==> src/rtl/pipeline_stall_ctrl_pkg.sv <==
// Shared types and constants for the pipeline stall/flush controller.
// Holds the FSM state enum, default register-address width, x0 index and control bundle.
package pipe_ctrl_pkg;

  localparam int REG_AW_DEF = 5;
  localparam int X0_IDX = 0;

  typedef enum logic [1:0] {
    RUN      = 2'd0,
    MEM_WAIT = 2'd1,
    ERROR    = 2'd2
  } state_e;

  typedef struct packed {
    logic pc_write;
    logic ifid_write;
    logic ifid_flush;
    logic idex_bubble;
    logic freeze;
  } ctrl_t;

endpackage

==> src/rtl/pipeline_stall_ctrl_if.sv <==
// Hazard/memory inputs and per-stage control outputs of the stall controller.
// slave: controller side; master: pipeline side. Perf ports exist with PIPE_STALL_PERF_EN.
interface pipeline_stall_ctrl_if
  import pipe_ctrl_pkg::*;
#(
  parameter int REG_AW = REG_AW_DEF
) ();

  logic [REG_AW-1:0] IFID_rs1_i;
  logic [REG_AW-1:0] IFID_rs2_i;
  logic [REG_AW-1:0] IDEX_rd_i;
  logic              IDEX_MemRead_i;
  logic              branch_taken_i;
  logic              dmem_req_i;
  logic              dmem_ack_i;
  logic              PCWrite_o;
  logic              IFID_write_o;
  logic              IFID_flush_o;
  logic              IDEX_bubble_o;
  logic              freeze_o;
  logic              mem_err_o;

`ifdef PIPE_STALL_PERF_EN
  logic [31:0]       perf_luh_o;
  logic [31:0]       perf_mem_o;

  modport master (
    output IFID_rs1_i, IFID_rs2_i, IDEX_rd_i,
    output IDEX_MemRead_i, branch_taken_i,
    output dmem_req_i, dmem_ack_i,
    input  PCWrite_o, IFID_write_o, IFID_flush_o,
    input  IDEX_bubble_o, freeze_o, mem_err_o,
    input  perf_luh_o, perf_mem_o
  );

  modport slave (
    input  IFID_rs1_i, IFID_rs2_i, IDEX_rd_i,
    input  IDEX_MemRead_i, branch_taken_i,
    input  dmem_req_i, dmem_ack_i,
    output PCWrite_o, IFID_write_o, IFID_flush_o,
    output IDEX_bubble_o, freeze_o, mem_err_o,
    output perf_luh_o, perf_mem_o
  );
`else
  modport master (
    output IFID_rs1_i, IFID_rs2_i, IDEX_rd_i,
    output IDEX_MemRead_i, branch_taken_i,
    output dmem_req_i, dmem_ack_i,
    input  PCWrite_o, IFID_write_o, IFID_flush_o,
    input  IDEX_bubble_o, freeze_o, mem_err_o
  );

  modport slave (
    input  IFID_rs1_i, IFID_rs2_i, IDEX_rd_i,
    input  IDEX_MemRead_i, branch_taken_i,
    input  dmem_req_i, dmem_ack_i,
    output PCWrite_o, IFID_write_o, IFID_flush_o,
    output IDEX_bubble_o, freeze_o, mem_err_o
  );
`endif

endinterface

==> src/rtl/pipeline_stall_ctrl_luh_detect.sv <==
// Combinational load-use hazard comparator (x0 never hazards).
// Ports: mem_read, rd (EX dest), rs1/rs2 (ID sources) -> hazard.
module luh_detect
  import pipe_ctrl_pkg::*;
#(
  parameter int REG_AW = REG_AW_DEF
) (
  input  logic              mem_read,
  input  logic [REG_AW-1:0] rd,
  input  logic [REG_AW-1:0] rs1,
  input  logic [REG_AW-1:0] rs2,
  output logic              hazard
);

  localparam logic [REG_AW-1:0] X0 = REG_AW'(X0_IDX);

  logic rd_live;
  logic src_hit;

  assign rd_live = (rd != X0);
  assign src_hit = (rd == rs1) || (rd == rs2);
  assign hazard  = mem_read && rd_live && src_hit;

endmodule

==> src/rtl/pipeline_stall_ctrl.sv <==
// Stall/flush scheduler: merges load-use, taken-branch and memory-wait into stage controls.
// Ports: clk_i, rst_i (sync, active high), bus (pipeline_stall_ctrl_if.slave). Option: PIPE_STALL_PERF_EN.
module pipeline_stall_ctrl
  import pipe_ctrl_pkg::*;
#(
  parameter int REG_AW      = REG_AW_DEF,
  parameter int MEM_TIMEOUT = 255,
  parameter int CNT_W       = 16
) (
  input  logic                 clk_i,
  input  logic                 rst_i,
  pipeline_stall_ctrl_if.slave bus
);

  localparam logic [CNT_W-1:0] TMO = CNT_W'(MEM_TIMEOUT);

  state_e           state_q;
  state_e           state_d;
  logic [CNT_W-1:0] cnt_q;
  logic [CNT_W-1:0] cnt_d;
  logic             pend_q;
  logic             pend_d;
  logic             err_q;
  logic             err_d;
  logic             luh;
  logic             freeze;
  ctrl_t            ctrl;

  luh_detect #(
    .REG_AW (REG_AW)
  ) u_luh (
    .mem_read (bus.IDEX_MemRead_i),
    .rd       (bus.IDEX_rd_i),
    .rs1      (bus.IFID_rs1_i),
    .rs2      (bus.IFID_rs2_i),
    .hazard   (luh)
  );

  always_ff @(posedge clk_i) begin
    if (rst_i) begin
      state_q <= RUN;
      cnt_q   <= '0;
      pend_q  <= 1'b0;
      err_q   <= 1'b0;
    end else begin
      state_q <= state_d;
      cnt_q   <= cnt_d;
      pend_q  <= pend_d;
      err_q   <= err_d;
    end
  end

  always_comb begin
    state_d = state_q;
    cnt_d   = cnt_q;
    pend_d  = pend_q;
    err_d   = err_q;
    freeze  = 1'b0;
    ctrl    = '0;

    unique case (state_q)
      RUN: begin
        // same-cycle ack means no stall at all
        if (bus.dmem_req_i && !bus.dmem_ack_i) begin
          freeze  = 1'b1;
          state_d = MEM_WAIT;
          cnt_d   = '0;
        end
      end
      MEM_WAIT: begin
        if (bus.dmem_ack_i) begin
          state_d = RUN;
        end else begin
          freeze = 1'b1;
          cnt_d  = cnt_q + 1'b1;
          if (cnt_d == TMO) begin
            state_d = ERROR;
            err_d   = 1'b1;
          end
        end
      end
      ERROR: begin
        freeze = 1'b1;
      end
      default: begin
        state_d = RUN;
      end
    endcase

    // branches seen while frozen collapse into one owed flush
    if (freeze) begin
      pend_d = pend_q | bus.branch_taken_i;
    end else if (!luh) begin
      pend_d = 1'b0;
    end

    priority case (1'b1)
      rst_i: begin
        ctrl = '0;
      end
      freeze: begin
        ctrl.freeze = 1'b1;
      end
      luh: begin
        ctrl.idex_bubble = 1'b1;
      end
      (bus.branch_taken_i | pend_q): begin
        ctrl.pc_write   = 1'b1;
        ctrl.ifid_write = 1'b1;
        ctrl.ifid_flush = 1'b1;
      end
      default: begin
        ctrl.pc_write   = 1'b1;
        ctrl.ifid_write = 1'b1;
      end
    endcase
  end

  assign bus.PCWrite_o     = ctrl.pc_write;
  assign bus.IFID_write_o  = ctrl.ifid_write;
  assign bus.IFID_flush_o  = ctrl.ifid_flush;
  assign bus.IDEX_bubble_o = ctrl.idex_bubble;
  assign bus.freeze_o      = ctrl.freeze;
  assign bus.mem_err_o     = err_q & ~rst_i;

`ifdef PIPE_STALL_PERF_EN
  logic [31:0] perf_luh_q;
  logic [31:0] perf_mem_q;

  always_ff @(posedge clk_i) begin
    if (rst_i) begin
      perf_luh_q <= '0;
      perf_mem_q <= '0;
    end else begin
      if (ctrl.idex_bubble && (perf_luh_q != '1)) begin
        perf_luh_q <= perf_luh_q + 32'd1;
      end
      if (ctrl.freeze && (perf_mem_q != '1)) begin
        perf_mem_q <= perf_mem_q + 32'd1;
      end
    end
  end

  assign bus.perf_luh_o = perf_luh_q;
  assign bus.perf_mem_o = perf_mem_q;
`endif

endmodule

==> src/flat_wrapper.sv <==
// flat-port wrapper written by rule: the top's interface ports become plain ports
module pipeline_stall_ctrl_flat import pipe_ctrl_pkg::*;
#(
  parameter int REG_AW      = REG_AW_DEF,
  parameter int MEM_TIMEOUT = 255,
  parameter int CNT_W       = 16
)
  (clk_i, rst_i, bus_IFID_rs1_i, bus_IFID_rs2_i, bus_IDEX_rd_i, bus_IDEX_MemRead_i, bus_branch_taken_i, bus_dmem_req_i, bus_dmem_ack_i, bus_PCWrite_o, bus_IFID_write_o, bus_IFID_flush_o, bus_IDEX_bubble_o, bus_freeze_o, bus_mem_err_o);
  pipeline_stall_ctrl_if #(.REG_AW(REG_AW)) bus_i ();
  input  logic clk_i;
  input  logic rst_i;
  input wire logic [$bits(bus_i.IFID_rs1_i)-1:0] bus_IFID_rs1_i;
  input wire logic [$bits(bus_i.IFID_rs2_i)-1:0] bus_IFID_rs2_i;
  input wire logic [$bits(bus_i.IDEX_rd_i)-1:0] bus_IDEX_rd_i;
  input wire logic [$bits(bus_i.IDEX_MemRead_i)-1:0] bus_IDEX_MemRead_i;
  input wire logic [$bits(bus_i.branch_taken_i)-1:0] bus_branch_taken_i;
  input wire logic [$bits(bus_i.dmem_req_i)-1:0] bus_dmem_req_i;
  input wire logic [$bits(bus_i.dmem_ack_i)-1:0] bus_dmem_ack_i;
  output wire logic [$bits(bus_i.PCWrite_o)-1:0] bus_PCWrite_o;
  output wire logic [$bits(bus_i.IFID_write_o)-1:0] bus_IFID_write_o;
  output wire logic [$bits(bus_i.IFID_flush_o)-1:0] bus_IFID_flush_o;
  output wire logic [$bits(bus_i.IDEX_bubble_o)-1:0] bus_IDEX_bubble_o;
  output wire logic [$bits(bus_i.freeze_o)-1:0] bus_freeze_o;
  output wire logic [$bits(bus_i.mem_err_o)-1:0] bus_mem_err_o;
  assign bus_i.IFID_rs1_i = bus_IFID_rs1_i;
  assign bus_i.IFID_rs2_i = bus_IFID_rs2_i;
  assign bus_i.IDEX_rd_i = bus_IDEX_rd_i;
  assign bus_i.IDEX_MemRead_i = bus_IDEX_MemRead_i;
  assign bus_i.branch_taken_i = bus_branch_taken_i;
  assign bus_i.dmem_req_i = bus_dmem_req_i;
  assign bus_i.dmem_ack_i = bus_dmem_ack_i;
  assign bus_PCWrite_o = bus_i.PCWrite_o;
  assign bus_IFID_write_o = bus_i.IFID_write_o;
  assign bus_IFID_flush_o = bus_i.IFID_flush_o;
  assign bus_IDEX_bubble_o = bus_i.IDEX_bubble_o;
  assign bus_freeze_o = bus_i.freeze_o;
  assign bus_mem_err_o = bus_i.mem_err_o;
  pipeline_stall_ctrl #(.REG_AW(REG_AW), .MEM_TIMEOUT(MEM_TIMEOUT), .CNT_W(CNT_W)) u_core (.clk_i(clk_i), .rst_i(rst_i), .bus(bus_i));
endmodule
==> config.mk <==
export PLATFORM = sky130hd
export DESIGN_NAME = pipeline_stall_ctrl_flat
export DESIGN_NICKNAME = d
export VERILOG_FILES = /design/src/rtl/pipeline_stall_ctrl_pkg.sv /design/src/rtl/pipeline_stall_ctrl_if.sv /design/src/rtl/pipeline_stall_ctrl_luh_detect.sv /design/src/rtl/pipeline_stall_ctrl.sv /design/src/flat_wrapper.sv
export SDC_FILE = /design/constraint.sdc
export NUM_CORES = 1
export LEC_CHECK = 0
export ABC_AREA = 1
export BUFFER_PORTS_ARGS = -buffer_cell sky130_fd_sc_hd__buf_4
export CAP_MARGIN = 25
export CORE_UTILIZATION = 50
export CTS_CLUSTER_SIZE = 24
export DETAILED_ROUTE_END_ITERATION = 12
export PLACE_DENSITY = 0.76
export SLEW_MARGIN = 20
export SYNTH_ARGS = -nofsm -noshare
export SYNTH_HDL_FRONTEND = slang
export SYNTH_SLANG_ARGS = --single-unit
==> constraint.sdc <==
create_clock -name clk_i -period 1.5 [get_ports clk_i]
set_input_delay 0.3 -clock clk_i [delete_from_list [all_inputs] [get_ports clk_i]]
set_output_delay 0.3 -clock clk_i [all_outputs]
set_load 0.01 [all_outputs]
# After elaboration in Yosys (flattened, before gate mapping)
# Cells that the tools add are included.
[totals] ff_bits=20 out_inout_bits=6 wordCells=54
[classes] n_addsub=1 eq_ne=9 n_mux=24 n_bitwise=5 reduce_logical=11
[op_table] op="2-to-1 mux 16 bit" n=2
[op_table] op="one-hot mux 16 bit (2 select lines)" n=1
[op_table] op="adder 16 x 1 -> 16 bit (second input constant)" n=1
[op_table] op="== test 16 x 8 -> 1 bit (second input constant)" n=1
[op_table] op="2-to-1 mux 1 bit" n=13
[op_table] op="2-to-1 mux 2 bit" n=6
[op_table] op="== test 5 bit" n=2
[op_table] op="AND reduction 3 bit" n=3
[op_table] op="one-hot mux 2 bit (3 select lines)" n=1
[op_table] op="nonzero test 5 bit" n=1
[op_table] op="inequality test 2 bit (second input constant)" n=2
[op_table] op="logical AND 1 bit" n=3
[op_table] op="inequality test 3 x 2 -> 1 bit (second input constant)" n=1
[op_table] op="inverter 1 bit" n=3
[op_table] op="one-hot mux 1 bit (3 select lines)" n=1
[op_table] op="== test 2 x 1 -> 1 bit (second input constant)" n=1
[op_table] op="== test 2 bit (second input constant)" n=1
[op_table] op="logical NOT 2 bit" n=1
[op_table] op="inequality test 2 x 1 -> 1 bit (second input constant)" n=1
[op_table] op="nonzero test 2 bit" n=1
[op_table] op="bitwise AND 1 bit" n=1
[op_table] op="logical NOT 1 bit" n=1
[op_table] op="logical OR 1 bit" n=1
[op_table] op="OR 1 bit" n=1

# Longest topological paths before layout
# Gate-level depths: netlist of run 1.
[depth] ltp_word=6 depth_mapped=12 mapped_depth_nobuf=12

# Hierarchy
# From an unflattened synthesis of run 1, not the netlist that was laid out.
[unflattened] hier_cells=256 area_unflattened_um2=1487.7
[by_module_without_submodules] mod="pipeline_stall_ctrl" n_inst=1 cells_per_inst=211 area_each_um2=1292.5 seq_area_each_um2=400.4
[by_module_without_submodules] mod="luh_detect" n_inst=1 cells_per_inst=45 area_each_um2=195.2 seq_area_each_um2=0.0

# Worst setup path after synthesis of run 1
# No wires, ideal clock.
[synth_path] kind="register -> output" start="reg u_core.state_q[0]" end="out bus_PCWrite_o" t_arrival_ps=1329 t_required_ps=1200 slack_ps=-129 stages_incl_launch_ff=7 n_path_buf=1 cell_sequence="dfxtp_1 > o21ai_2 > inv_1 > nor2_1 > nand2_1 > nor2_1 > buf_4"
[synth_via] elab_chain_cells=4
[synth_lines] element="from (decl)" line_no="pipeline_stall_ctrl.sv:17" rtl="state_e state_q;"
[synth_lines] element="from (signal assigned)" line_no="pipeline_stall_ctrl.sv:46" rtl="state_q <= state_d;"
[synth_lines] element="== test 2 bit, or another cell as far along" line_no="pipeline_stall_ctrl.sv:61" rtl="unique case (state_q)"
[synth_lines] element="one-hot mux 1 bit (3 select lines) (*)" line_no="pipeline_stall_ctrl.sv:61"
[synth_lines] element="2-to-1 mux 2 bit (*) (2 in a row)" line_no="pipeline_stall_ctrl.sv:97" rtl="priority case (1'b1)"
[synth_lines] element="to (decl)" line_no="flat_wrapper.sv:19" rtl="output wire logic [$bits(bus_i.PCWrite_o)-1:0] bus_PCWrite_o;"
# Mark *: on every way between the ends. The rest lies on a longest branch, timed or not.

# Final worst setup path of run 1
[layout_path] start="in bus_IDEX_rd_i[1]" end="out bus_IFID_flush_o"
[layout_via] elab_chain_cells=6
[layout_lines] element="from (decl)" line_no="flat_wrapper.sv:14" rtl="input wire logic [$bits(bus_i.IDEX_rd_i)-1:0] bus_IDEX_rd_i;"
[layout_lines] element="== test 5 bit or nonzero test 5 bit (tied branches)" line_no="pipeline_stall_ctrl_luh_detect.sv:21, pipeline_stall_ctrl_luh_detect.sv:20"
[layout_lines] element="logical OR 1 bit or logical AND 1 bit (tied branches)" line_no="pipeline_stall_ctrl_luh_detect.sv:21, pipeline_stall_ctrl_luh_detect.sv:22"
[layout_lines] element="logical AND 1 bit (*)" line_no="pipeline_stall_ctrl_luh_detect.sv:22" rtl="assign hazard = mem_read && rd_live && src_hit;"
[layout_lines] element="2-to-1 mux 1 bit (*) (3 in a row)" line_no="pipeline_stall_ctrl.sv:97"
[layout_lines] element="to (decl)" line_no="flat_wrapper.sv:21" rtl="output wire logic [$bits(bus_i.IFID_flush_o)-1:0] bus_IFID_flush_o;"
# Marks and branches as above.

==> reports/metrics.yaml, run 1 <==
reg2reg_from: "u_core.cnt_q[4]$_SDFFE_PP0P_"
min_from: "bus_dmem_ack_i"
worstMarginPinSlew_ns: 0.2386
die_area_mm2: 0.003130
syn2layout_area_growth_pct: 48.41
critical_path_class: "input pin to output port"
pin_count: 27
wire_per_inst_um: 12.83
reg2reg_slack_ns: -0.15
rr_worst_depth: 10
cp.required_ns: 1.20
ys_seq_elements: 20
leakagePower_uw: 0.0009351
hold_depth: 4
synth_common_cells: "nand2_1, inv_1, nor2_1, dfxtp_1, a21oi_1"
die_w_um: 55.95
clock_latency_ns: 0.31
critPathCaptureType: "output port"
place.gp.congestion: 0.9664
clock_sinks: 20
yosys.area.top_type_share_pct: 27.52
first_pass_iters: 4
synth.most_common_cell: "nand2_1"
port_buffers: 26
max_cap_viol_count: 0
ys_types: 27
power_density_mw_per_mm2: 564.6
yosys_warnings: 0
drt_iter0_markers: 106
violations: "negative setup slack"
hold_viol: 0
period_needed_ns: 1.679
clock_power_share_pct: 37.2
cts_inserted_buffers: 3
grt_setup_unrepaired: "yes"
start_util_pct: 52.77
slew_violations: 0
peakVddDrop_uv: 1285
reg2reg_to: "u_core.state_q[1]$_SDFFE_PP0P_"
grt.overflow.total: 0
synth_edf_count: 0
slew_headroom_pct: 84.09
p_seq_share_pct: 44.8
netlist_area_mm2: 0.001455
htreeDepth: 1
grt_pass1_wl_mm: 6.920
hold_end: "u_core.cnt_q[1]$_SDFFE_PP0P_"
cts.path.max_buffers: 2
nets: 322
yosysSeqAreaShare_pct: 27.52
ctsRootBufferMaster: "clkbuf_4"
antenna_cells: 0
fin_hold_ws_ns: 0.2953
row_count: 19
grt_max_degree: 21
p_int_uw: 925.3
hpwl_mm: 2.882
hp-class: "input pin to flip-flop"
syn_inst: 240
fmax_mhz: 595.6
yosysTopAreaCell: "dfxtp_1"
pre_cts_ws_ns: -0.1870
chipHeight_um: 55.95
antenna_found_initial: 0
wirelength_mm: 4.222
coreArea_mm2: 0.002758
status: "finished with violations"
cts_tree: "yes"
finalSetupViolations: 9
grtUsageTotal_pct: 27.70
synth.avg_cell_area_um2: 6.063
sw_frac_of_total_pct: 24.11
period_share_pct: 111.9
synth_ff_type: "dfxtp_1"
vias_per_cell: 5.264
async_flop_share_pct: 0
worst_clock_skew_ns: 0.005470
synthTopCellsByArea: "dfxtp_1, nand2_1, inv_1"
setup_ws_ns: -0.1789
vias: 1732
syn-num-nets: 263
worst_setup_path_start_kind: "input pin"
power_frac_comb_pct: 18.0
p_switching_uw: 293.9
cp_max_fo: 3
cp.arrival_ns: 1.38
clk_pin_slew_worst_paths_ns: 0.12
ant_nets: 0
cts_hold_buffers: 0
drc: 0
drive_gt1_share_pct: 38.59
grt_pass1_vias: 1614
## cell usage in the layout (no fill, tap or decap), types with 3 or more instances in the layout
cell type,n
a21oi_1,16
buf_4,55
buf_6,5
clkbuf_4,3
dfxtp_1,12
dfxtp_2,7
inv_1,29
inv_2,3
nand2_1,68
nand2_2,7
nand3_1,11
nand3_2,4
nand4_1,11
nor2_1,15
nor2_2,9
nor2_4,6
nor3_2,3
xnor2_1,6
xor2_1,4
## power by group through the flow
stage | Clock, uW | Sequential (uW) | Combinational, uW
floorplan | 0 | 556 | 84.3
finish | 453 | 547 | 220
detailed placement | 0 | 558 | 180
global placement | 0 | 558 | 176
global route | 482 | 548 | 236
CTS | 462 | 546 | 210
## how the worst max path moves through the flow
stage                           endpoint  depth (start not counted)  slack [ns]                           start
2_1_floorplan           bus_IFID_flush_o                          5       -0.03  u_core.state_q[0]$_SDFFE_PP0P_
3_3_place_gp            bus_IFID_flush_o                          9       -0.17                bus_IDEX_rd_i[1]
6_report                bus_IFID_flush_o                          9       -0.18                bus_IDEX_rd_i[1]
5_1_grt        u_core.err_q$_SDFFE_PP0P_                         10       -0.27    u_core.cnt_q[4]$_SDFFE_PP0P_
4_1_cts                 bus_IFID_flush_o                          6       -0.13  u_core.state_q[0]$_SDFFE_PP0P_
3_5_place_dp            bus_IFID_write_o                          9       -0.19                bus_IDEX_rd_i[1]
## timing repair
action                                  in CTS  in global routing
setup buffers                                6                  2
endpoints found under the setup margin       8                 11
pin swaps                                   24                 13
gates resized for setup                     41                 12
## cell families after synthesis
kind of cell	after synthesis	synth area share (%)
XOR/XNOR	12	7.223
flip-flops	20	27.51
adder cells (fa/ha/maj)	2	1.719
AO/OA/AOI/OAI	26	10.32
buffers and inverters	38	10.66
AND/OR/NAND/NOR	142	42.56
## layout make-up
type / instances / area (um^2)
fillers: 215 / 598.1
multi-input cells: 182 / 1066
flip-flops and latches: 20 / 412.9
repair buffers: 60 / 469.2
clock buffers: 3 / 22.52
inverters: 32 / 120.1
clock inverters: 1 / 30.03
well taps: 31 / 38.79
## state kept, by name, summed over array words and instances, names as in the netlist
signal          count
u_core.pend_q       1
u_core.state_q      2
u_core.err_q        1
u_core.cnt_q       16
## worst max-delay path: stages
cell,delay [ns]
buf_4,0.12
or2_4,0.24
a21oi_2,0.13
nand4_1,0.09
nand2_1,0.09
nand3_2,0.11
inv_2,0.11
nor3_2,0.05
buf_4,0.14
## per-stage QoR
| step | utilization [%] | cell area (um^2) | power [uW] | setup TNS (ns) | cells |
|---|---|---|---|---|---|
| 4_1_cts | 76.41 | 2107 | 1218 | -0.8305 | 327 |
| 3_5_place_dp | 67.97 | 1874 | 738.3 | -1.063 | 317 |
| 3_3_place_gp | 67.97 | 1874 | 734.4 | -0.8340 | 317 |
| 2_1_floorplan | - | 1480 | 640.2 | -0.06124 | 240 |
| 5_1_grt | 78.31 | 2160 | 1266 | -2.064 | 329 |
| 6_report | 78.31 | 2160 | 1219 | -1.226 | 329 |
## layer usage
layer	GRT usage [%]	up-vias	wire (um)	share of wire, %
met5	0	-	0	0
met3	6.047	6	229	5.4
li1	-	878	-	-
met4	6.272	0	34	0.81
met2	45.61	51	2075	49
met1	37.30	797	1882	45
Note: power is estimated with default switching activity, not from simulation.
==> run 2: changes to the inputs <==
--- a/config.mk
+++ b/config.mk
@@ -8,10 +8,12 @@
 export ABC_AREA = 1
 export BUFFER_PORTS_ARGS = -buffer_cell sky130_fd_sc_hd__buf_4
 export CAP_MARGIN = 25
-export CORE_UTILIZATION = 50
+export CELL_PAD_IN_SITES_DETAIL_PLACEMENT = 1
+export CELL_PAD_IN_SITES_GLOBAL_PLACEMENT = 2
+export CORE_UTILIZATION = 26
 export CTS_CLUSTER_SIZE = 24
 export DETAILED_ROUTE_END_ITERATION = 12
-export PLACE_DENSITY = 0.76
+export PLACE_DENSITY = 0.81
 export SLEW_MARGIN = 20
 export SYNTH_ARGS = -nofsm -noshare
 export SYNTH_HDL_FRONTEND = slang
==> reports/metrics.yaml, run 2 (synthesis gave the netlist of run 1 again) <==
pin_count: 27  # unchanged
cp.required_ns: 1.20  # about the same
first_pass_iters: 4  # unchanged
port_buffers: 26  # unchanged
critical_path_class: "flip-flop to output port"
ctsRootBufferMaster: "clkbuf_8"
worst_setup_path_start_kind: "flip-flop"
hp-class: "input pin to flip-flop"
cts_tree: "yes"
start_util_pct: 27.78  # -25 points
grt_pass1_wl_mm: 8.735  # +26%
sw_frac_of_total_pct: 26.37  # +2.3 points
die_w_um: 76.81  # +37%
clk_pin_slew_worst_paths_ns: 0.08  # -0.04 ns
layout_commonest_cell: "buf_4"
worst_clock_skew_ns: 0.004363  # -0.001107 ns
peakVddDrop_uv: 273.0  # -79%
finalSetupViolations: 8  # -1
grt.overflow.total: 0  # unchanged
fmax_mhz: 605.4  # +1.6%
row_count: 26  # +7
chipHeight_um: 76.81  # +37%
clock_power_share_pct: 35.9  # -1.3 points
worstMarginPinSlew_ns: 0.2596  # +0.02094 ns
ant_nets: 0  # unchanged
grtUsageTotal_pct: 18.43  # -9.3 points
vias: 1807  # +4.3%
period_share_pct: 110.1  # -1.8 points
clock_sinks: 20  # unchanged
power_density_mw_per_mm2: 507.0  # -10%
p_switching_uw: 321.5  # +9.4%
hold_viol: 0  # unchanged
hpwl_mm: 3.823  # +33%
final_core_util_pct: 45.92  # -32 points
final_area_mm2: 0.002405  # +11%
critPathCaptureType: "output port"
drt_iter0_markers: 68  # -36%
syn2layout_area_growth_pct: 65.26
multiInputGateArea_mm2: 0.001092  # +2.5%
antenna_found_initial: 0  # unchanged
coreArea_mm2: 0.005238  # +90%
instances_no_fill: 387  # +18%
grt_setup_unrepaired: "yes"
antenna_cells: 0  # unchanged
vias_per_cell: 4.669  # -11%
status: "finished with violations"
period_needed_ns: 1.652  # -0.02724 ns
fill_cells: 676  # +210%
power_frac_comb_pct: 19.8  # +1.8 points
clock_latency_ns: 0.27  # -0.04 ns
largest_register_ffs: 16  # unchanged
cts_inserted_buffers: 3  # unchanged
cp_max_fo: 3  # unchanged
wire_per_inst_um: 13.47  # +5.0%
layout_common_cells: "buf_4, nand2_1, inv_1, a21oi_1, nor2_1"
place.gp.congestion: 0.7929  # -18%
violations: "negative setup slack"
die_area_mm2: 0.005900  # +89%
drc: 0  # unchanged
regMostFlops: "u_core.cnt_q"
grt_max_degree: 18  # -14%
max_cap_viol_count: 0  # unchanged
setup_ws_ns: -0.1517  # +0.02724 ns
cp.arrival_ns: 1.35  # -0.03 ns
slew_violations: 0  # unchanged
leakagePower_uw: 0.001034  # +11%
grt_pass1_vias: 1878  # +16%
drive_gt1_share_pct: 44.16  # +5.6 points
cts_hold_buffers: 0  # unchanged
cts.path.max_buffers: 2  # unchanged
wirelength_mm: 5.213  # +23%
p_seq_share_pct: 44.3  # -0.5 points
placed_cells: 373  # +18%
nets: 341  # +5.9%
postPlaceCellArea_mm2: 0.002051  # +9.4%
p_int_uw: 897.7  # -3.0%
seqCellArea_um2: 419.2  # +1.5%
reg_top3: "u_core.cnt_q: 16 flops, u_core.state_q: 2 flops"
slew_headroom_pct: 82.59  # -1.5 points
htreeDepth: 1  # unchanged
run 2: changes by cell type in the layout (fill, tap and decap cells not counted), sizes merged:
cell,change
buf,+19
clkbuf,+1
bufinv,-1
run 2: metrics by stage:
step                setup WS (ns)  hold slack (ns)  total power [uW]  setup TNS [ns]
global placement          -0.1847           0.4433             744.1          -1.009
floorplan                -0.03301           0.4301             640.2        -0.06124
CTS                      -0.09788           0.2726              1220         -0.5885
detailed placement        -0.2525           0.4576             747.1          -1.487
global route              -0.2812           0.2802              1291          -1.743
finish                    -0.1517           0.2823              1219         -0.8465
run 2: layout make-up:
type	instances	area share, %
multi-input cells	182	45.42
clock buffers	4	2.289
well taps	70	3.642
flip-flops and latches	20	17.43
inverters	32	4.995
repair buffers	79	26.22
run 2: final timing paths:
check                                                     from                              to  slack, ns  cells past startpoint
worst min-delay path                                     rst_i   u_core.cnt_q[10]$_SDFFE_PP0P_       0.28                      2
worst max-delay path            u_core.state_q[0]$_SDFFE_PP0P_                bus_IFID_flush_o      -0.15                      6
worst max register to register    u_core.cnt_q[1]$_SDFFE_PP0P_  u_core.state_q[1]$_SDFFE_PP0P_      -0.14                     12
worst min register to register       u_core.err_q$_SDFFE_PP0P_       u_core.err_q$_SDFFE_PP0P_       0.47                      2
run 2: power groups by stage:
stage | Sequential, uW | Combinational [uW] | Clock (uW)
finish | 540 | 242 | 438
global route | 541 | 262 | 488
CTS | 542 | 220 | 458
detailed placement | 557 | 191 | 0
global placement | 556 | 188 | 0
floorplan | 556 | 84.3 | 0
run 2: repair_timing:
item / CTS / global route
gates cloned: 0 / 0
pin swaps: 26 / 14
setup buffers: 6 / 4
hold endpoints to repair: 0 / 0
endpoints found under the setup margin: 9 / 14
resized for setup: 48 / 21
run 2: metal layers:
metal	track usage, %	up-vias	wire, um
met3	2.738	6	103
met1	24.14	863	2544
met4	5.192	0	57
met5	0	-	0
li1	-	914	-
met2	31.07	24	2507
run 2: worst max-delay path, cell delays in order, from the launching register on:
cell	delay, ns
dfxtp_4	0.37
o21ai_4	0.13
inv_2	0.06
nor2_4	0.11
nand2_4	0.09
nor3_2	0.18
buf_4	0.14
